[src/rtl/link_bist_pkg.sv]
// Shared types and PRBS7 helper for the link BIST engine.
package link_bist_pkg;

    typedef enum logic [1:0] {
        StIdle,
        StSend,
        StDone
    } bist_state_t;

    localparam int unsigned PRBS_W = 7;

    // Next PRBS7 bit from a 7-bit history whose bit 0 is the newest sample.
    function automatic logic prbs7_bit(input logic [PRBS_W-1:0] hist);
        return hist[5] ^ hist[6];
    endfunction

endpackage

[src/rtl/link_bist_lane.sv]
// One lane of the link BIST: PRBS7 generator, self-synchronising checker and lock tracking.
module link_bist_lane
    import link_bist_pkg::*;
#(
    parameter int unsigned LOCK_RUN = 16
) (
    input  logic              clock,
    input  logic              reset,
    input  logic              start_run,
    input  logic              run,
    input  logic              last,
    input  logic [PRBS_W-1:0] seed,
    input  logic              rx,
    output logic              tx,
    output logic              lane_locked,
    output logic              lane_lock_next,
    output logic              lane_err
);

    localparam int unsigned CNT_W = $clog2(LOCK_RUN + 1);

    logic [PRBS_W-1:0] g_q, g_d;
    logic [PRBS_W-1:0] h_q, h_d;
    logic              tx_q, tx_d;
    logic [CNT_W-1:0]  cnt_q, cnt_d;
    logic              lock_q, lock_d;
    logic              pred, match, qual;

    always_comb begin
        g_d    = g_q;
        h_d    = h_q;
        tx_d   = 1'b0;
        cnt_d  = cnt_q;
        lock_d = lock_q;
        pred   = prbs7_bit(h_q);
        match  = (rx == pred);
        // An all-zero history predicts zero forever; an idle line must not count toward lock.
        qual   = match && (h_q != '0);
        if (start_run) begin
            tx_d   = prbs7_bit(seed);
            g_d    = {seed[PRBS_W-2:0], tx_d};
            h_d    = '0;
            cnt_d  = '0;
            lock_d = 1'b0;
        end else if (run) begin
            if (!last) begin
                tx_d = prbs7_bit(g_q);
                g_d  = {g_q[PRBS_W-2:0], tx_d};
            end
            h_d = {h_q[PRBS_W-2:0], rx};
            if (!match) begin
                cnt_d = '0;
            end else if (qual && (cnt_q != CNT_W'(LOCK_RUN))) begin
                cnt_d = cnt_q + 1'b1;
            end
            if (cnt_d == CNT_W'(LOCK_RUN)) begin
                lock_d = 1'b1;
            end
        end
    end

    always_ff @(posedge clock) begin
        if (reset) begin
            g_q    <= '0;
            h_q    <= '0;
            tx_q   <= 1'b0;
            cnt_q  <= '0;
            lock_q <= 1'b0;
        end else begin
            g_q    <= g_d;
            h_q    <= h_d;
            tx_q   <= tx_d;
            cnt_q  <= cnt_d;
            lock_q <= lock_d;
        end
    end

    assign tx             = tx_q;
    assign lane_locked    = lock_q;
    assign lane_lock_next = lock_d;
    assign lane_err       = run && lock_q && !match;

endmodule

[src/rtl/link_bist.sv]
// Link BIST top: test-window FSM, per-lane engines, error accumulation and lock latency capture.
module link_bist
    import link_bist_pkg::*;
#(
    parameter int unsigned LANES     = 4,
    parameter int unsigned FRAME_LEN = 256,
    parameter int unsigned LOCK_RUN  = 16,
    parameter int unsigned MAX_LAT   = 15,
    parameter int unsigned ERR_W     = 16,
    localparam int unsigned LC_W     = $clog2(FRAME_LEN + 1)
) (
    input  logic             clock,
    input  logic             reset,
    input  logic             start,
    input  logic [LANES-1:0] rx_lanes,
    output logic [LANES-1:0] tx_lanes,
    output logic             busy,
    output logic             done,
    output logic             locked,
    output logic             pass,
    output logic [LANES-1:0] err_lanes,
    output logic [ERR_W-1:0] err_count,
    output logic [LC_W-1:0]  lock_cycles
);

    localparam int unsigned PC_W  = $clog2(LANES + 1);
    localparam int unsigned SUM_W = ERR_W + PC_W;

    if (FRAME_LEN <= MAX_LAT + LOCK_RUN + 8) begin : g_bad_cfg
        $error("link_bist: FRAME_LEN too short for MAX_LAT and LOCK_RUN");
    end

    bist_state_t      state_q, state_d;
    logic [LC_W-1:0]  cnt_q, cnt_d;
    logic [LC_W-1:0]  lock_cycles_q, lock_cycles_d;
    logic [ERR_W-1:0] err_count_q, err_count_d;
    logic [LANES-1:0] err_lanes_q, err_lanes_d;
    logic [LANES-1:0] tx_vec, lane_lock, lane_lock_next, lane_err;
    logic             start_run, run, last, all_locked;
    logic [PC_W-1:0]  pop;
    logic [SUM_W-1:0] sum;

    assign run        = (state_q == StSend);
    assign last       = run && (cnt_q == LC_W'(FRAME_LEN - 1));
    assign start_run  = start && !run;
    assign all_locked = &lane_lock;

    for (genvar i = 0; i < LANES; i++) begin : g_lane
        link_bist_lane #(
            .LOCK_RUN(LOCK_RUN)
        ) u_lane (
            .clock          (clock),
            .reset          (reset),
            .start_run      (start_run),
            .run            (run),
            .last           (last),
            .seed           (PRBS_W'(i + 1)),
            .rx             (rx_lanes[i]),
            .tx             (tx_vec[i]),
            .lane_locked    (lane_lock[i]),
            .lane_lock_next (lane_lock_next[i]),
            .lane_err       (lane_err[i])
        );
    end

    always_comb begin
        state_d       = state_q;
        cnt_d         = cnt_q;
        lock_cycles_d = lock_cycles_q;
        err_count_d   = err_count_q;
        err_lanes_d   = err_lanes_q;
        pop           = '0;
        for (int i = 0; i < int'(LANES); i++) begin
            pop = pop + PC_W'(lane_err[i]);
        end
        sum = SUM_W'(err_count_q) + SUM_W'(pop);
        case (state_q)
            StIdle, StDone: begin
                if (start) begin
                    state_d       = StSend;
                    cnt_d         = '0;
                    lock_cycles_d = '1;
                    err_count_d   = '0;
                    err_lanes_d   = '0;
                end
            end
            StSend: begin
                cnt_d = cnt_q + 1'b1;
                if (last) begin
                    state_d = StDone;
                end
                // Capture on the edge the last lane locks, so it lines up with locked rising.
                if (!all_locked && (&lane_lock_next)) begin
                    lock_cycles_d = cnt_q + 1'b1;
                end
                err_lanes_d = err_lanes_q | lane_err;
                err_count_d = (|sum[SUM_W-1:ERR_W]) ? '1 : sum[ERR_W-1:0];
            end
            default: state_d = StIdle;
        endcase
    end

    always_ff @(posedge clock) begin
        if (reset) begin
            state_q       <= StIdle;
            cnt_q         <= '0;
            lock_cycles_q <= '1;
            err_count_q   <= '0;
            err_lanes_q   <= '0;
        end else begin
            state_q       <= state_d;
            cnt_q         <= cnt_d;
            lock_cycles_q <= lock_cycles_d;
            err_count_q   <= err_count_d;
            err_lanes_q   <= err_lanes_d;
        end
    end

    assign tx_lanes    = tx_vec;
    assign busy        = run;
    assign done        = (state_q == StDone);
    assign locked      = all_locked;
    assign pass        = done && all_locked && (err_count_q == '0);
    assign err_lanes   = err_lanes_q;
    assign err_count   = err_count_q;
    assign lock_cycles = lock_cycles_q;

endmodule

[config.mk]
export PLATFORM = sky130hd
export DESIGN_NAME = link_bist
export DESIGN_NICKNAME = d
export VERILOG_FILES = /design/src/rtl/link_bist_pkg.sv /design/src/rtl/link_bist_lane.sv /design/src/rtl/link_bist.sv
export SDC_FILE = /design/constraint.sdc
export NUM_CORES = 1
export LEC_CHECK = 0
export CELL_PAD_IN_SITES_DETAIL_PLACEMENT = 2
export CELL_PAD_IN_SITES_GLOBAL_PLACEMENT = 2
export CORE_ASPECT_RATIO = 0.8
export CORE_MARGIN = 5
export CORE_UTILIZATION = 35
export DETAILED_ROUTE_END_ITERATION = 10
export PLACE_DENSITY_LB_ADDON = 0.25
export SLEW_MARGIN = 20
export SYNTH_ARGS = -nofsm -noshare
export SYNTH_HDL_FRONTEND = slang
export SYNTH_SLANG_ARGS = --single-unit
[constraint.sdc]
create_clock -name clock -period 4.68 [get_ports clock]
set_input_delay 0.468 -clock clock [delete_from_list [all_inputs] [get_ports clock]]
set_output_delay 0.468 -clock clock [all_outputs]
set_load 0.02 [all_outputs]
# ---- Word level (Yosys, flattened, before mapping)
# Cells that the tools add are included.
dict set report word_totals {
  regBits 124
  input_bits 7
  output_inout_bits 37
  wordCells 167
}
dict set report op_classes {
  addsub 9
  n_eq_ne 19
  muxes 53
  n_bitwise 11
  reduce_logical 46
}
# op count
set ops {}
lappend ops {{2-to-1 mux 5 bit} 16}
lappend ops {{one-hot mux 9 bit (2 select lines)} 2}
lappend ops {{2-to-1 mux 16 bit} 2}
lappend ops {{one-hot mux 16 bit (2 select lines)} 1}
lappend ops {{nonzero test 7 bit} 4}
lappend ops {{2-to-1 mux 9 bit} 3}
lappend ops {{logical AND 1 bit} 21}
lappend ops {{adder 5 x 1 -> 5 bit, second input constant} 4}
lappend ops {{equality test 5 bit, second input constant} 4}
lappend ops {{!= test 5 bit, second input constant} 4}
lappend ops {{2-to-1 mux 3 bit} 6}
lappend ops {{adder 16 x 3 -> 17 bit} 1}
lappend ops {{zero test 16 bit} 1}
lappend ops {{2-to-1 mux 4 bit} 4}
lappend ops {{2-to-1 mux 1 bit} 12}
lappend ops {{2-to-1 mux 2 bit} 5}
lappend ops {{adder 9 x 1 -> 9 bit, second input constant} 1}
lappend ops {{equality test 9 x 8 -> 1 bit, second input constant} 1}
lappend ops {{one-hot mux 4 bit (2 select lines)} 1}
lappend ops {{AND reduction 2 bit} 4}
lappend ops {{AND reduction 4 bit} 2}
lappend ops {{bitwise XOR 1 bit} 8}
lappend ops {{zero test 1 bit} 6}
lappend ops {{!= test 2 bit, second input constant} 3}
lappend ops {{16 further kinds} 22}

# ---- Logic depth before layout (Yosys ltp)
dict set report depth {
  depth_word 16
  depth_mapped 17
}

# ---- Modules after synthesis
# Synthesis repeated with hierarchy kept, for this count alone.
dict set report unflattened {
  hier_cells 729
  hier_area_um2 6251.0
}
# mod instances cells_each area_per_inst_um2 seq_area_each_um2
set modules_own_cells {}
lappend modules_own_cells {link_bist_lane 4 120 1042.2 420.4}
lappend modules_own_cells {link_bist 1 249 2082.0 800.8}

# ---- Least setup slack after synthesis
# Ideal clock, no wire load.
dict set report synth_timing {
  path_kind {reg2reg}
  from {reg state_q[1]}
  to {reg err_count_q[13] (netlist: err_count[13])}
  setup_time_ns 0.128
  arrival_ns 3.750
  t_required_ns 4.552
  setup_slack_ns 0.802
  path_stages_with_launch 18
  n_path_buf 3
  synth_period_minus_slack_ns 3.878
  path_cell_list {dfxtp_1 -> nand2b_1 -> inv_1 -> clkbuf_1 -> clkbuf_1 -> nand3_1 -> fa_1 -> inv_1 -> fa_1 -> fa_1 -> nand3_1 -> nor2_1 -> and3_1 -> nand4_1 -> clkbuf_1 -> o21ai_0 -> a22oi_1 -> nor2_1}
}
dict set report synth_via {
  elab_chain_cells 10
  elab_cells_between_ends 22
}
# element line
set synth_lines {}
lappend synth_lines {{from (decl)} link_bist.sv:33} ;# bist_state_t state_q, state_d;
lappend synth_lines {{from (signal assigned)} link_bist.sv:105} ;# state_q <= StIdle;
lappend synth_lines {{from (signal assigned)} link_bist.sv:111} ;# state_q <= state_d;
lappend synth_lines {{equality test 2 x 1 -> 1 bit} {link_bist.sv:43, link_bist.sv:77}}
lappend synth_lines {{logical AND 1 bit (2 in series)} link_bist_lane.sv:81} ;# assign lane_err = run && lock_q && !match;
lappend synth_lines {{adder 1 x 1 -> 2 bit} link_bist.sv:74} ;# pop = pop + PC_W'(lane_err[i]);
lappend synth_lines {{adder 2 x 1 -> 3 bit} link_bist.sv:74}
lappend synth_lines {{adder 3 x 1 -> 3 bit} link_bist.sv:74}
lappend synth_lines {{adder 16 x 3 -> 17 bit} link_bist.sv:76} ;# sum = SUM_W'(err_count_q) + SUM_W'(pop);
lappend synth_lines {{OR reduction 3 bit} link_bist.sv:97} ;# err_count_d = (|sum[SUM_W-1:ERR_W]) ? '1 : sum[ERR_W-1:0];
lappend synth_lines {{2-to-1 mux 16 bit} link_bist.sv:97}
lappend synth_lines {{one-hot mux 16 bit (2 select lines)} link_bist.sv:77} ;# case (state_q)
lappend synth_lines {{to (signal assigned)} link_bist.sv:114} ;# err_count_q <= err_count_d;
lappend synth_lines {{to (decl)} link_bist.sv:36} ;# logic [ERR_W-1:0] err_count_q, err_count_d;
# Parallel ways exist; a longest one is shown, timed or not.
# A chain may end at the register's enable or synchronous reset.

# ---- Worst setup path after layout
dict set report layout_timing {
  from {in rx_lanes[0]}
  to {reg err_count_q[11] (netlist: err_count[11])}
}
dict set report layout_via {
  elab_chain_cells 10
}
# element line
set layout_lines {}
lappend layout_lines {{from (decl)} link_bist.sv:15} ;# input logic [LANES-1:0] rx_lanes,
lappend layout_lines {{equality test 1 bit *} link_bist_lane.sv:36} ;# match = (rx == pred);
lappend layout_lines {{zero test 1 bit *} n/a}
lappend layout_lines {{logical AND 1 bit *} link_bist_lane.sv:81}
lappend layout_lines {{adder 1 x 1 -> 2 bit *} link_bist.sv:74}
lappend layout_lines {{adder 2 x 1 -> 3 bit *} link_bist.sv:74}
lappend layout_lines {{adder 3 x 1 -> 3 bit *} link_bist.sv:74}
lappend layout_lines {{adder 16 x 3 -> 17 bit *} link_bist.sv:76}
lappend layout_lines {{OR reduction 3 bit} link_bist.sv:97}
lappend layout_lines {{2-to-1 mux 16 bit *} link_bist.sv:97}
lappend layout_lines {{one-hot mux 16 bit (2 select lines) *} link_bist.sv:77}
# Mark *: on every way between the ends. The rest lies on a longest branch, timed or not.

==> out/results.ini <==
[run_status]
status=complete, no violations

[critical_path]
reg2reg_depth=14
critPathKind=in -> reg
crit_path_max_incr_delay_ns=0.55
worstPathArrival_ns=4.52
start_kind=input port
crit_fanout=12
cp_cell_sequence=clkdlybuf4s50_1 > xnor2_1 > xnor2_1 > nand3_1 > fa_1 > inv_1 > fa_1 > fa_1 > nand3_1 > nor2_1 > and3_1 > nand4_1 > o21ai_0 > a22oi_1 > nor2_1
end_kind=flop
slowest_stage=fa_1
crit_path_frequent_cell=fa_1
required_ns=4.97

[run]
drv_cap=0

[cells_and_area]
fillers=1806
area_growth_syn_to_layout_pct=21.70
final_cells=991
finalNetCount=779
antenna_cells=0
multi_input_area_mm2=0.003014
seq_area_mm2=0.002482
drive_gt1_frac=0.07263

[floorplan]
row_count=42
initial_core_util=0.3522
die_w_um=153.4
fp.dieH_um=124.7
core-area_mm2=0.01634
dieArea_mm2=0.01912
num_io_pins=44

[timing]
relSlewSlack=0.3925
skew_ns=0.008804
setup_tns_ns=0
hold_viol_final=0
tightestPinTransition_ns=0.9113
finalCritPeriodShare=0.9031
fmax_ghz=0.2366
final_max_slew_viol_count=0
rsz0062_at_grt=false
finalSetupViolCount=0
period_needed_ns=4.226

[route]
drc=0
initialDrtViolationCount=254
routed_wl_um=17880
wl_per_cell_um=18.04
drtAntennaViolNets=0
dr.pass1.iters=4
dr_total_vias=5276
via_per_inst=5.324

[clocking]
clock-sinks=124
post_cts_buffers=0
cts-htree-levels=4
post_cts_resized=0
clk_path_buf_depth=2
hold_buffers=0
numCtsBuffers=17
clkLatencyLatePin_ns=0.42
cts_tree=done
clkSlewWorstSetupHoldPaths_ns=0.06
cts_root_buffer=clkbuf_16

[power]
p_int_mw=2.061
p_sw_mw=0.6482
vdd.ir_drop.worst_mv=0.2389
power.density_mw_per_mm2=386.8
pwr-share-clk=0.543
leakagePower_nw=2.375
swShare=0.2393
total_power_mw=2.709
combPwrFrac=0.059
pwr-share-seq=0.398

[synthesis]
async_flop_share=0
syn_nets=750
ys.flop_type=dfxtp_1
synth_warnings=0
netlist_area_mm2=0.005756
seq_area_frac_synth=0.4313
synth.avg_cell_area_um2=7.895
postSynthCellCount=729
synth_cell_types=52
ys_seq_elements=124
synth-edff-count=0

[global_routing]
grt_pass1_wl_um=29930
grt_pass1_vias=5825
antenna_found_initial=0
overflow=0
grt_max_degree=69
track_usage=0.1905

[placed_design]
hpwl_um=11670
gp_congestion=0.7854
port-buffer-count=43
dp_cells=959

[min_path]
hold_path_class=reg -> reg
min_path_cells=2

## path summary, 6_finish.rpt
kind / startpoint / endpoint / slack, ns
min reg2reg: g_lane[2].u_lane.g_q[3]$_SDFFE_PP0P_ / g_lane[2].u_lane.g_q[4]$_SDFFE_PP0P_ / 0.45
max: rx_lanes[0] / err_count[11]$_SDFFE_PP0P_ / 0.45
max reg2reg: g_lane[2].u_lane.h_q[5]$_SDFFE_PP0N_ / err_count[11]$_SDFFE_PP0P_ / 0.48
min: g_lane[2].u_lane.g_q[3]$_SDFFE_PP0P_ / g_lane[2].u_lane.g_q[4]$_SDFFE_PP0P_ / 0.45
## power by group through the flow
stage	clock (mW)	sequential, mW	combinational, mW
4_1_cts	1.50	1.08	0.163
3_3_place_gp	0	1.10	0.152
2_1_floorplan	0	1.10	0.105
3_5_place_dp	0	1.10	0.160
6_report	1.47	1.08	0.159
5_1_grt	1.55	1.08	0.178
## layer usage
metal | global-route usage | wire (um) | up-vias
met5 | 0 | 0 | -
met4 | 0.05088 | 221 | 0
met3 | 0.04446 | 387 | 19
met2 | 0.3338 | 9088 | 51
met1 | 0.2351 | 8180 | 2646
li1 | - | - | 2560
## synthesized netlist by cell type (all sizes together), types with 4 or more instances
library cell,count,area (um2)
nand3,17,85.08
nor3,16,80.08
a21oi,90,450.4
xnor2,20,175.2
and3,5,31.28
a211oi,10,75.07
ha,11,137.6
nand2b,9,56.30
a22oi,8,60.06
nor2,95,356.6
clkbuf,37,138.9
xor2,9,78.83
inv,21,78.83
nand4,7,43.79
a32oi,4,35.03
nand3b,4,30.03
mux2i,13,130.1
nor4,13,87.58
buf,6,45.04
dfxtp,124,2482
o21ai,33,165.2
nand2,130,488.0
## critical path, delay by kind of cell
| family | cells | cell delay, ns |
|---|---|---|
| fa+ha+maj | 3 | 1.43 |
| simple gates | 6 | 1.20 |
| buf+inv | 2 | 0.50 |
| compound gates | 2 | 0.49 |
| xor+xnor | 2 | 0.43 |
## cells by family (layout without fill, tap and decap cells)
| logic type | Yosys count | count (layout) | share of synthesized area |
|---|---|---|---|
| simple gates | 321 | 321 | 0.2535 |
| compound gates | 161 | 161 | 0.1626 |
| flops | 124 | 124 | 0.4313 |
| buf+inv | 64 | 106 | 0.04565 |
| xor+xnor | 29 | 29 | 0.04413 |
| mux | 16 | 16 | 0.02848 |
| fa+ha+maj | 14 | 14 | 0.03435 |
## sequential cells by signal, indices dropped and copies added (netlist names)
signal and flops:
cnt_q 9, err_count 16, err_lanes 4, g_lane.u_lane.cnt_q 20, g_lane.u_lane.g_q 28, g_lane.u_lane.h_q 28
g_lane.u_lane.lane_locked 4, g_lane.u_lane.tx 4, lock_cycles 9, state_q 2
## final cells by class
type,count,area share
Sequential cell,124,0.3544
Timing Repair Buffer,53,0.07217
Inverter,21,0.01125
Clock buffer,19,0.06181
Tap cell,220,0.03930
Multi-Input combinational cell,541,0.4303
Clock inverter,13,0.03073
## metrics by stage
step / instance area (um2) / util / setup slack [ns] / hold slack (ns)
after floorplan: 5756 / - / 0.8021 / 0.4321
after global placement: 6356 / 0.3889 / 0.3212 / 0.4365
after detailed placement: 6356 / 0.3889 / 0.1561 / 0.4499
after CTS: 7004 / 0.4286 / 0.4929 / 0.4502
after global routing: 7004 / 0.4286 / 0.2322 / 0.4791
final: 7004 / 0.4286 / 0.4536 / 0.4466
## layout by cell type (no fill, tap or decap), types with 5 or more instances in the layout
master,count
clkdlybuf4s50_1,43
o21ai_0,33
nor3_1,16
nand3_1,17
buf_4,10
clkbuf_16,17
a22oi_1,8
dfxtp_1,124
nor4_1,12
inv_1,20
mux2i_1,13
nand2_1,130
ha_1,11
xor2_1,9
bufinv_16,5
a21oi_1,90
nand4_1,7
and3_1,5
a211oi_1,10
nor2_1,95
xnor2_1,20
nand2b_1,8
Power figures use the tool's default switching activity.
